## config.mk

```make
export PLATFORM = sky130hd
export DESIGN_NAME = reg_select_sequencer
export DESIGN_NICKNAME = d
export VERILOG_FILES = /design/src/rtl/reg_select_sequencer_pkg.sv /design/src/rtl/reg_select_sequencer_wait_timer.sv /design/src/rtl/reg_select_sequencer.sv
export SDC_FILE = /design/constraint.sdc
export NUM_CORES = 1
export LEC_CHECK = 0
export ABC_AREA = 1
export ABC_CLOCK_PERIOD_IN_PS = 1100
export CAP_MARGIN = 20
export CELL_PAD_IN_SITES_DETAIL_PLACEMENT = 1
export CELL_PAD_IN_SITES_GLOBAL_PLACEMENT = 1
export CORE_MARGIN = 2
export CORE_UTILIZATION = 30
export DETAILED_ROUTE_END_ITERATION = 7
export PLACE_DENSITY_LB_ADDON = 0.15
export SLEW_MARGIN = 20
export SYNTH_ARGS = -nofsm -noshare
export SYNTH_HDL_FRONTEND = slang
export SYNTH_SLANG_ARGS = --single-unit
```

## constraint.sdc

```tcl
create_clock -name Clock -period 1.1 [get_ports Clock]
set_input_delay 0.11 -clock Clock [delete_from_list [all_inputs] [get_ports Clock]]
set_output_delay 0.11 -clock Clock [all_outputs]
set_load 0.1 [all_outputs]
```

## src/rtl/reg_select_sequencer_pkg.sv

```systemverilog
// Shared definitions for the MERC-16 register-select sequencer: state
// encodings, select-phase codes, instruction field positions, NOP opcode.
package reg_select_sequencer_pkg;

  typedef enum logic [2:0] {
    ST_IDLE   = 3'd0,
    ST_READ_A = 3'd1,
    ST_READ_B = 3'd2,
    ST_WAIT   = 3'd3,
    ST_WRITE  = 3'd4
  } state_t;

  localparam logic [1:0] PH_NONE  = 2'd0;
  localparam logic [1:0] PH_READA = 2'd1;
  localparam logic [1:0] PH_READB = 2'd2;
  localparam logic [1:0] PH_WRITE = 2'd3;

  localparam int OP_WIDTH   = 4;
  localparam int FLD_RD_LSB = 8;
  localparam int FLD_RS_LSB = 4;
  localparam int FLD_RT_LSB = 0;

  localparam logic [OP_WIDTH-1:0] NOP_OPCODE = 4'h0;

endpackage

```

## src/rtl/reg_select_sequencer_wait_timer.sv

```systemverilog
// Writeback wait timer. Loaded on WAIT entry and counted down once per WAIT
// cycle; Expired marks the last permitted WAIT cycle (cycle TIMEOUT).
module wait_timer #(
  parameter int TIMEOUT = 15
) (
  input  logic Clock,
  input  logic Reset_n,
  input  logic Clear,
  input  logic Enable,
  output logic Expired
);

  localparam int CW = $clog2(TIMEOUT + 1);
  localparam logic [CW-1:0] LOAD = CW'(TIMEOUT - 1);

  logic [CW-1:0] count;

  // Down-counter: reload on Clear, decrement while enabled, stop at zero.
  always_ff @(posedge Clock or negedge Reset_n) begin
    if (!Reset_n) begin
      count <= '0;
    end else if (Clear) begin
      count <= LOAD;
    end else if (Enable && (count != '0)) begin
      count <= count - CW'(1);
    end
  end

  assign Expired = (count == '0);

endmodule

```

## src/rtl/reg_select_sequencer.sv

```systemverilog
// Register-select sequencer feeding the Decoder index of the MERC-16
// datapath: accepts one instruction per handshake, then walks read Rs,
// read Rt and (after the ALU result) write Rd, aborting stalled writebacks.
//
//   state     | meaning
//   ----------+-------------------------------------------------------
//   ST_IDLE   | ready for a new instruction; NOPs are consumed here
//   ST_READ_A | SelIdx = Rs, phase 1
//   ST_READ_B | SelIdx = Rt, phase 2; wait timer loads on exit
//   ST_WAIT   | waiting for ResultValid, bounded by the wait timer
//   ST_WRITE  | SelIdx = Rd, phase 3, write strobe unless Rd is R0
module reg_select_sequencer
  import reg_select_sequencer_pkg::*;
#(
  parameter int                   N       = 4,
  parameter int                   W       = 16,
  parameter int                   TIMEOUT = 15,
  parameter logic [OP_WIDTH-1:0]  NOP_OP  = NOP_OPCODE
) (
  input  logic                Clock,
  input  logic                Reset_n,
  input  logic                InValid,
  output logic                InReady,
  input  logic [W-1:0]        InInstr,
  input  logic                ResultValid,
  output logic [N-1:0]        SelIdx,
  output logic                SelEn,
  output logic [1:0]          SelPhase,
  output logic                WriteEn,
  output logic [OP_WIDTH-1:0] OpOut,
  output logic                Error
);

  state_t              state;
  logic [N-1:0]        rd_q;
  logic [N-1:0]        rt_q;
  logic [OP_WIDTH-1:0] op_in;
  logic [N-1:0]        rd_in;
  logic [N-1:0]        rs_in;
  logic [N-1:0]        rt_in;
  logic                accept;
  logic                tmr_clear;
  logic                tmr_en;
  logic                tmr_expired;

  assign op_in  = InInstr[W-1 -: OP_WIDTH];
  assign rd_in  = InInstr[FLD_RD_LSB +: N];
  assign rs_in  = InInstr[FLD_RS_LSB +: N];
  assign rt_in  = InInstr[FLD_RT_LSB +: N];
  assign accept = InValid & InReady;

  // The timer loads on the READ_B -> WAIT edge and runs only while waiting.
  assign tmr_clear = (state == ST_READ_B);
  assign tmr_en    = (state == ST_WAIT);

  wait_timer #(
    .TIMEOUT (TIMEOUT)
  ) u_wait_timer (
    .Clock   (Clock),
    .Reset_n (Reset_n),
    .Clear   (tmr_clear),
    .Enable  (tmr_en),
    .Expired (tmr_expired)
  );

  // Sequencer FSM with field latch; outputs are registered for the state being entered.
  always_ff @(posedge Clock or negedge Reset_n) begin
    if (!Reset_n) begin
      state    <= ST_IDLE;
      rd_q     <= '0;
      rt_q     <= '0;
      InReady  <= 1'b0;
      SelIdx   <= '0;
      SelEn    <= 1'b0;
      SelPhase <= PH_NONE;
      WriteEn  <= 1'b0;
      OpOut    <= '0;
      Error    <= 1'b0;
    end else begin
      WriteEn <= 1'b0;
      Error   <= 1'b0;
      case (state)
        ST_IDLE: begin
          InReady <= 1'b1;
          if (accept) begin
            OpOut <= op_in;
            rd_q  <= rd_in;
            rt_q  <= rt_in;
            if (op_in != NOP_OP) begin
              state    <= ST_READ_A;
              InReady  <= 1'b0;
              SelIdx   <= rs_in;
              SelEn    <= 1'b1;
              SelPhase <= PH_READA;
            end
          end
        end
        ST_READ_A: begin
          state    <= ST_READ_B;
          SelIdx   <= rt_q;
          SelEn    <= 1'b1;
          SelPhase <= PH_READB;
        end
        ST_READ_B: begin
          state    <= ST_WAIT;
          SelIdx   <= '0;
          SelEn    <= 1'b0;
          SelPhase <= PH_NONE;
        end
        ST_WAIT: begin
          // A result arriving on the last permitted cycle still wins over the abort.
          if (ResultValid) begin
            state    <= ST_WRITE;
            SelIdx   <= rd_q;
            SelEn    <= (rd_q != '0);
            SelPhase <= PH_WRITE;
            WriteEn  <= (rd_q != '0);
          end else if (tmr_expired) begin
            state   <= ST_IDLE;
            InReady <= 1'b1;
            Error   <= 1'b1;
          end
        end
        ST_WRITE: begin
          state    <= ST_IDLE;
          InReady  <= 1'b1;
          SelIdx   <= '0;
          SelEn    <= 1'b0;
          SelPhase <= PH_NONE;
        end
        default: begin
          state    <= ST_IDLE;
          InReady  <= 1'b0;
          SelIdx   <= '0;
          SelEn    <= 1'b0;
          SelPhase <= PH_NONE;
        end
      endcase
    end
  end

endmodule
```

==> metrics.md <==
| Metric | Value |
|---|---|
| WP depth | `5` |
| Cell-internal power | `4.05 mW` |
| Critical path, cell by cell | `nor2_4, nand2_2, clkinv_4, nand2_8, a21o_1` |
| Number of remaining DRC errors | `0` |
| Num ports | `34` |
| Die X | `73.5 µm` |
| Lkg Pwr | `1.18 nW` |
| CP top delay family | `flip-flops` |
| Nets | `between 200 and 300` |
| CTS Buffer Depth | `2` |
| Setup_tns | `-1.62 ns` |
| Status | `finished with violations` |
| Sequential share of power | `about 25%` |
| Largest net degree at the start of global routing | `30` |
| First-pass GRT wire length | `6.77 mm` |
| Worst Path Required | `1.27 ns` |
| Post-Syn Area | `between 1000 and 1500 µm²` |
| Gate Count Post-Synth | `178` |
| Final core area utilization | `about half` |
| # clock sinks | `29` |
| RSZ-0062 raised after global routing | `true` |
| Worst R2R Path Depth | `5` |
| Synth warnings | `0` |
| Synth unique cells | `22` |
| Final slew viol count | `0` |
| Hold Crit Class | `primary input to asynchronous set/reset pin` |
| Clock power share | `roughly an eighth` |
| DRT Pass-1 Iters | `2` |
| GPL Wtd Cong | `0.751` |
| Reg2reg end | `state[0]` |
| Syn avg cell area | `8.14 µm²` |
| Most frequent cells in the layout | `55 x nand2_1, 32 x nand3_1, 24 x dfrtp_1, 19 x clkdlybuf4s50_1, 18 x buf_4` |
| Crit path capture | `state[0]` |
| Final Non-Filler Cells | `290` |
| Clk_lat worst skew | `about 0.28 ns` |
| #FFs+latches synth | `29` |
| Fillers | `552` |
| Crit. Startpoint | `state[2]` |
| Syn nets | `about 200` |
| Final hold vios | `0` |
| Total gr overflow | `0` |
| Worst VDD drop | `1620 µV` |
| Area of the core | `approximately 4700 µm²` |
| Crit end category | `flop` |
| Top sig layer | `met4` |
| Reg-to-reg startpoint | `state[2]` |
| CP max stage cell | `dfrtp_2` |
| Arrival time worst endpoint | `1.37 ns` |
| Final setup fails | `26` |
| WHS | `0.197 ns` |
| Sw frac | `about 49%` |
| Met2 WL | `2.17 mm` |
| Die area | `5400 µm²` |
| Share of cells above drive strength 1 | `33.5%` |
| Fmax | `835 MHz` |
| Number of synthesized flops with an enable pin | `0` |
| Final Cycle Share | `109%` |
| DR vias | `1,396` |
| Clock root buffer | `clkbuf_8` |
| Final worst slack | `-0.0983 ns` |
| Layout Skew | `0.00463 ns` |
| Failing checks | `negative setup slack` |
| Setup slack, reg-to-reg | `-0.1 ns` |
| Async SR Flop Fraction | `100%` |
| Max Cap Viol | `0` |
| Number of CTS-inserted buffers | `5` |
| Synth Flop Type | `dfrtp_1` |
| Main area contributors after synthesis | `dfrtp_1 50%, nand2_1 16%, nand3_1 12%` |
| Yosys top cell area share | `about 50%` |
| CP Max Fanout | `9` |
| Initial core utilization | `a little under a third` |
| Critical path launch point type | `flop` |
| Cell row count | `25` |
| Reg clk slew, reported paths | `about 0.060 ns` |
| Commonest non-fill, non-tap cell in the layout | `nand2_1` |
| Max incr delay on CP | `0.46 ns` |
| Post-DP HPWL | `3.02 mm` |
| Total track usage | `16.7%` |
| Fin crit period | `1.20 ns` |
| Post-Route WL | `3.98 mm` |
| Htree depth | `2` |
| Chip height | `73.5 µm` |
| Ant. Diodes | `0` |
| Comb pwr share | `63.3%` |
| WL per Instance | `13.7 µm` |
| Post-synth top area cell | `dfrtp_1` |
| CP Buf/Inv Count | `1` |
| Area Overhead vs Synth | `61.9%` |
| Register area share after synthesis | `50.1%` |
| M1 wire length | `approximately 1.6 mm` |
| Crit path kind | `flop to flop` |
| Post-route ant nets | `0` |
| Vias per cell | `approximately 4.8` |
| CTS tree | `yes` |
| Met3 routed WL | `148 µm` |
| Worst-Margin Slew | `0.195 ns` |
| Max-slew headroom | `87.0%` |
| Vias in the first global route | `1,469` |
| Port bufs | `33` |
| Initial antenna violation count | `0` |
| 1st-iter DRT viols | `32` |
| Placed cells | `278` |
| Cell Pwr Density | `approximately 3400 nW/µm²` |
| Sw Pwr | `3.93 mW` |
[final cells by class]
type	count	area, µm²	share of cell area (%)
Clock buffer	7	96.3	4.11
Clock inverter	1	5.00	0.213
Timing Repair Buffer	56	671	28.6
Multi-Input combinational cell	128	711	30.3
Sequential cell	29	734	31.3
Inverter	15	61.3	2.61
Tap cell	54	67.6	2.88
[per-stage QoR]
step	worst slack, ns	area (µm²)	total power [mW]
3_3_place_gp	-0.123	2110	6.50
2_1_floorplan	-0.150	1470	4.87
4_1_cts	-0.0846	2270	7.83
5_1_grt	-0.176	2350	8.53
3_5_place_dp	-0.181	2110	6.64
6_report	-0.0983	2350	7.98
[layer usage]
| layer | vias to the layer above | track usage, % |
|---|---|---|
| met3 | 6 | 4.39 |
| li1 | 689 | - |
| met2 | 24 | 29.6 |
| met1 | 677 | 18.9 |
| met4 | 0 | 6.46 |
| met5 | - | 0 |
[kinds of logic (layout without fill, tap and decap cells)]
| family | count (synthesis) | after routing | synth area share, % |
|---|---|---|---|
| AOI/OAI and AO/OA | 6 | 6 | 2.76 |
| adders and majority gates | 1 | 1 | 0.863 |
| buffers and inverters | 21 | 79 | 7.34 |
| DFF | 29 | 29 | 50.1 |
| and+or+nand+nor | 121 | 121 | 38.9 |
[repair_timing]
| action | in CTS | in global routing |
|---|---|---|
| endpoints found under the setup margin | 28 | 28 |
| hold buffers | 0 | 0 |
| buffers inserted | 3 | 1 |
| pin swaps | 2 | 6 |
| gates resized for setup | 13 | 15 |
[worst min-delay path by stage]
stage / start / to / cells after the start
6_report: Reset_n / u_wait_timer.count[2] / 2
5_1_grt: Reset_n / rd_q[1] / 2
4_1_cts: Reset_n / u_wait_timer.count[2] / 2
3_5_place_dp: rt_q[2] / rt_q[2] / 2
3_3_place_gp: rt_q[0] / rt_q[0] / 2
2_1_floorplan: Reset_n / Error / 0
[power by group through the flow]
stage          logic [mW]  clock network (mW)  registers, mW
2_1_floorplan        1.66                   0           3.21
3_3_place_gp         4.57                   0           1.93
3_5_place_dp         4.69                   0           1.95
4_1_cts              4.89               0.993           1.95
5_1_grt              5.45                1.05           2.03
6_report             5.05               0.965           1.96
[sequential cells by signal, indices dropped and copies added, names as in the netlist]
name,count
SelEn,1
u_wait_timer.count,4
SelPhase,2
OpOut,4
SelIdx,4
WriteEn,1
InReady,1
state,3
rd_q,4
rt_q,4
Error,1
[synthesized netlist by cell type (2+ instances only)]
| library cell | count |
|---|---|
| nand2_1 | 61 |
| nand3_1 | 34 |
| dfrtp_1 | 29 |
| inv_1 | 12 |
| nor2_1 | 11 |
| nand4_1 | 5 |
| buf_6 | 3 |
| inv_2 | 3 |
| nand2_2 | 3 |
| nand2_4 | 3 |
| nor2_4 | 2 |
| o211ai_1 | 2 |
Power figures use the tool's default switching activity.
==> RTL edit (same flow settings) <==
Encoding of `state_t`: now one-hot (5 bits for 5 states).
--- a/src/rtl/reg_select_sequencer_pkg.sv
+++ b/src/rtl/reg_select_sequencer_pkg.sv
@@ -2,12 +2,12 @@
 // encodings, select-phase codes, instruction field positions, NOP opcode.
 package reg_select_sequencer_pkg;
 
-  typedef enum logic [2:0] {
-    ST_IDLE   = 3'd0,
-    ST_READ_A = 3'd1,
-    ST_READ_B = 3'd2,
-    ST_WAIT   = 3'd3,
-    ST_WRITE  = 3'd4
+  typedef enum logic [4:0] {
+    ST_IDLE   = 5'b00001,
+    ST_READ_A = 5'b00010,
+    ST_READ_B = 5'b00100,
+    ST_WAIT   = 5'b01000,
+    ST_WRITE  = 5'b10000
   } state_t;
 
   localparam logic [1:0] PH_NONE  = 2'd0;
Function: same outputs for any inputs over 10 cycles, from zero or initial values and one cycle with Reset_n low; not proved beyond that.
==> RTL edit against the original RTL <==
  * The run still ends with negative setup slack left
  * Largest power group unchanged
  * Count of clock-buffer cells in the layout down 2
  * Critical path type unchanged
  * Power up 7.0%
  * Sequential cell count up 2
  * Final area up 22%
  * Combinational power up 12%
  * Area after synthesis up 5.3%
  * Wire length up 28%
  * Highest routed layer unchanged
  * Setup slack worse by 0.17 ns
==> RTL edit: results (changes against the original RTL) <==
cells_and_area:
  clk_share_pct: 2.94  # was 4.32%
  ff_latch_area_um2: 783  # was 734 um2
  drive_gt1_share_pct: 49.8  # was 33.5%
  buffer_area_share_pct: 30.8  # was 28.6%
  n_all_inverters: 19  # was 15
  multi_input_gates: 141  # was 128
  clock_buffers: 5  # was 7
  nets: 299  # was 256
  fin_cells: 346  # was 290
  buffers: 80  # was 56
  multi_input_area_share_pct: 32.8  # was 30.3%
  fillers: 548  # was 552
worst_setup_path:
  cp_slowest_cell: "dfrtp_1"  # was dfrtp_2
  cpPeakStageDelay_ns: 0.43  # was 0.46 ns
  regToRegEndpoint: "SelIdx[1]$_DFFE_PN0P_"  # was state[0]$_DFFE_PN0P_
  path_delay_family: "simple AND/OR/NAND/NOR gates"  # was flip-flops
  reg2reg_depth: 8  # was 5
pwr:
  p_per_area_mw_per_mm2: 2990  # was 3400 mW/mm2
  worst_ir_drop_vdd_mv: 1.94  # was 1.62 mV
  power_leakage_nw: 1.38  # was 1.18 nW
floorplanning:
  fp.dieW_um: 75.3  # was 73.5 um
global_routing:
  grt_start_max_net_pins: 32  # was 30
  grt_usage_pct: 18.4  # was 16.7%
  grt_pass1_wl_um: 7800  # was 6770 um
synthesis:
  avgSynthCellArea_um2: 7.90  # was 8.14 um2
  ys_types: 20  # was 22
  synth_common_cells: "65 x nand2_1, 30 x dfrtp_1, 27 x nand3_1, 18 x inv_1, 15 x nor2_1"  # was 61 x nand2_1, 34 x nand3_1, 29 x dfrtp_1, 12 x inv_1, 11 x nor2_1
  synth_fa_ha_area_share_pct: 0.820  # was 0.864%
  synth_compound_area_share_pct: 2.63  # was 2.76%
  synth_nets: 214  # was 199
  synth.area.top_cells: "dfrtp_1 49%, nand2_1 16%, nand3_1 8.9%"  # was dfrtp_1 50%, nand2_1 16%, nand3_1 12%
routing:
  drt-initial-drc-count: 65  # was 32
  wl_per_cell_um: 14.8  # was 13.7 um
  firstDrtPassIters: 4  # was 2
placed_design:
  place.gp.congestion: 0.788  # was 0.751
  placedCellCount: 323  # was 278
  hpwl_um: 3340  # was 3020 um
  dp_slack_ns: -0.306  # was -0.181 ns
sta:
  fin_setup_tns_ns: -6.64  # was -1.62 ns
  skew_ns: 0.00774  # was 0.00463 ns
  worst_slack_ns: -0.272  # was -0.0983 ns
  setup_viol: 31  # was 26
  worst_pin_slew_ns: 0.274  # was 0.195 ns
run_status:
  violations: "negative setup slack"  # unchanged
  status: "complete, but fails checks"  # unchanged
RTL edit: worst reg2reg max path, delay by kind of cell (launching register included):
family / cells / cell delay, ns
flip-flops: 1 / 0.43
buffers and inverters: 1 / 0.05
AND/OR/NAND/NOR: 7 / 0.80
RTL edit: routing by layer:
| layer | global-route usage [%] | wire, um |
|---|---|---|
| met5 | 0 | 0 |
| met4 | 7.80 | 130 |
| met3 | 4.76 | 187 |
| met2 | 29.8 | 2740 |
| met1 | 23.3 | 2050 |
RTL edit: power breakdown:
| part | leakage [nW] | internal [mW] | switching [mW] | total, mW |
|---|---|---|---|---|
| combinational | 0.943 | 2.27 | 3.37 | 5.64 |
| clock | 0.0477 | 0.432 | 0.447 | 0.879 |
| sequential | 0.391 | 1.61 | 0.417 | 2.02 |
RTL edit: timing repair:
action	CTS	global route
gates cloned	2	0
pin swaps	4	18
setup buffers	4	9
setup endpoints to repair	32	32
resized for setup	16	76
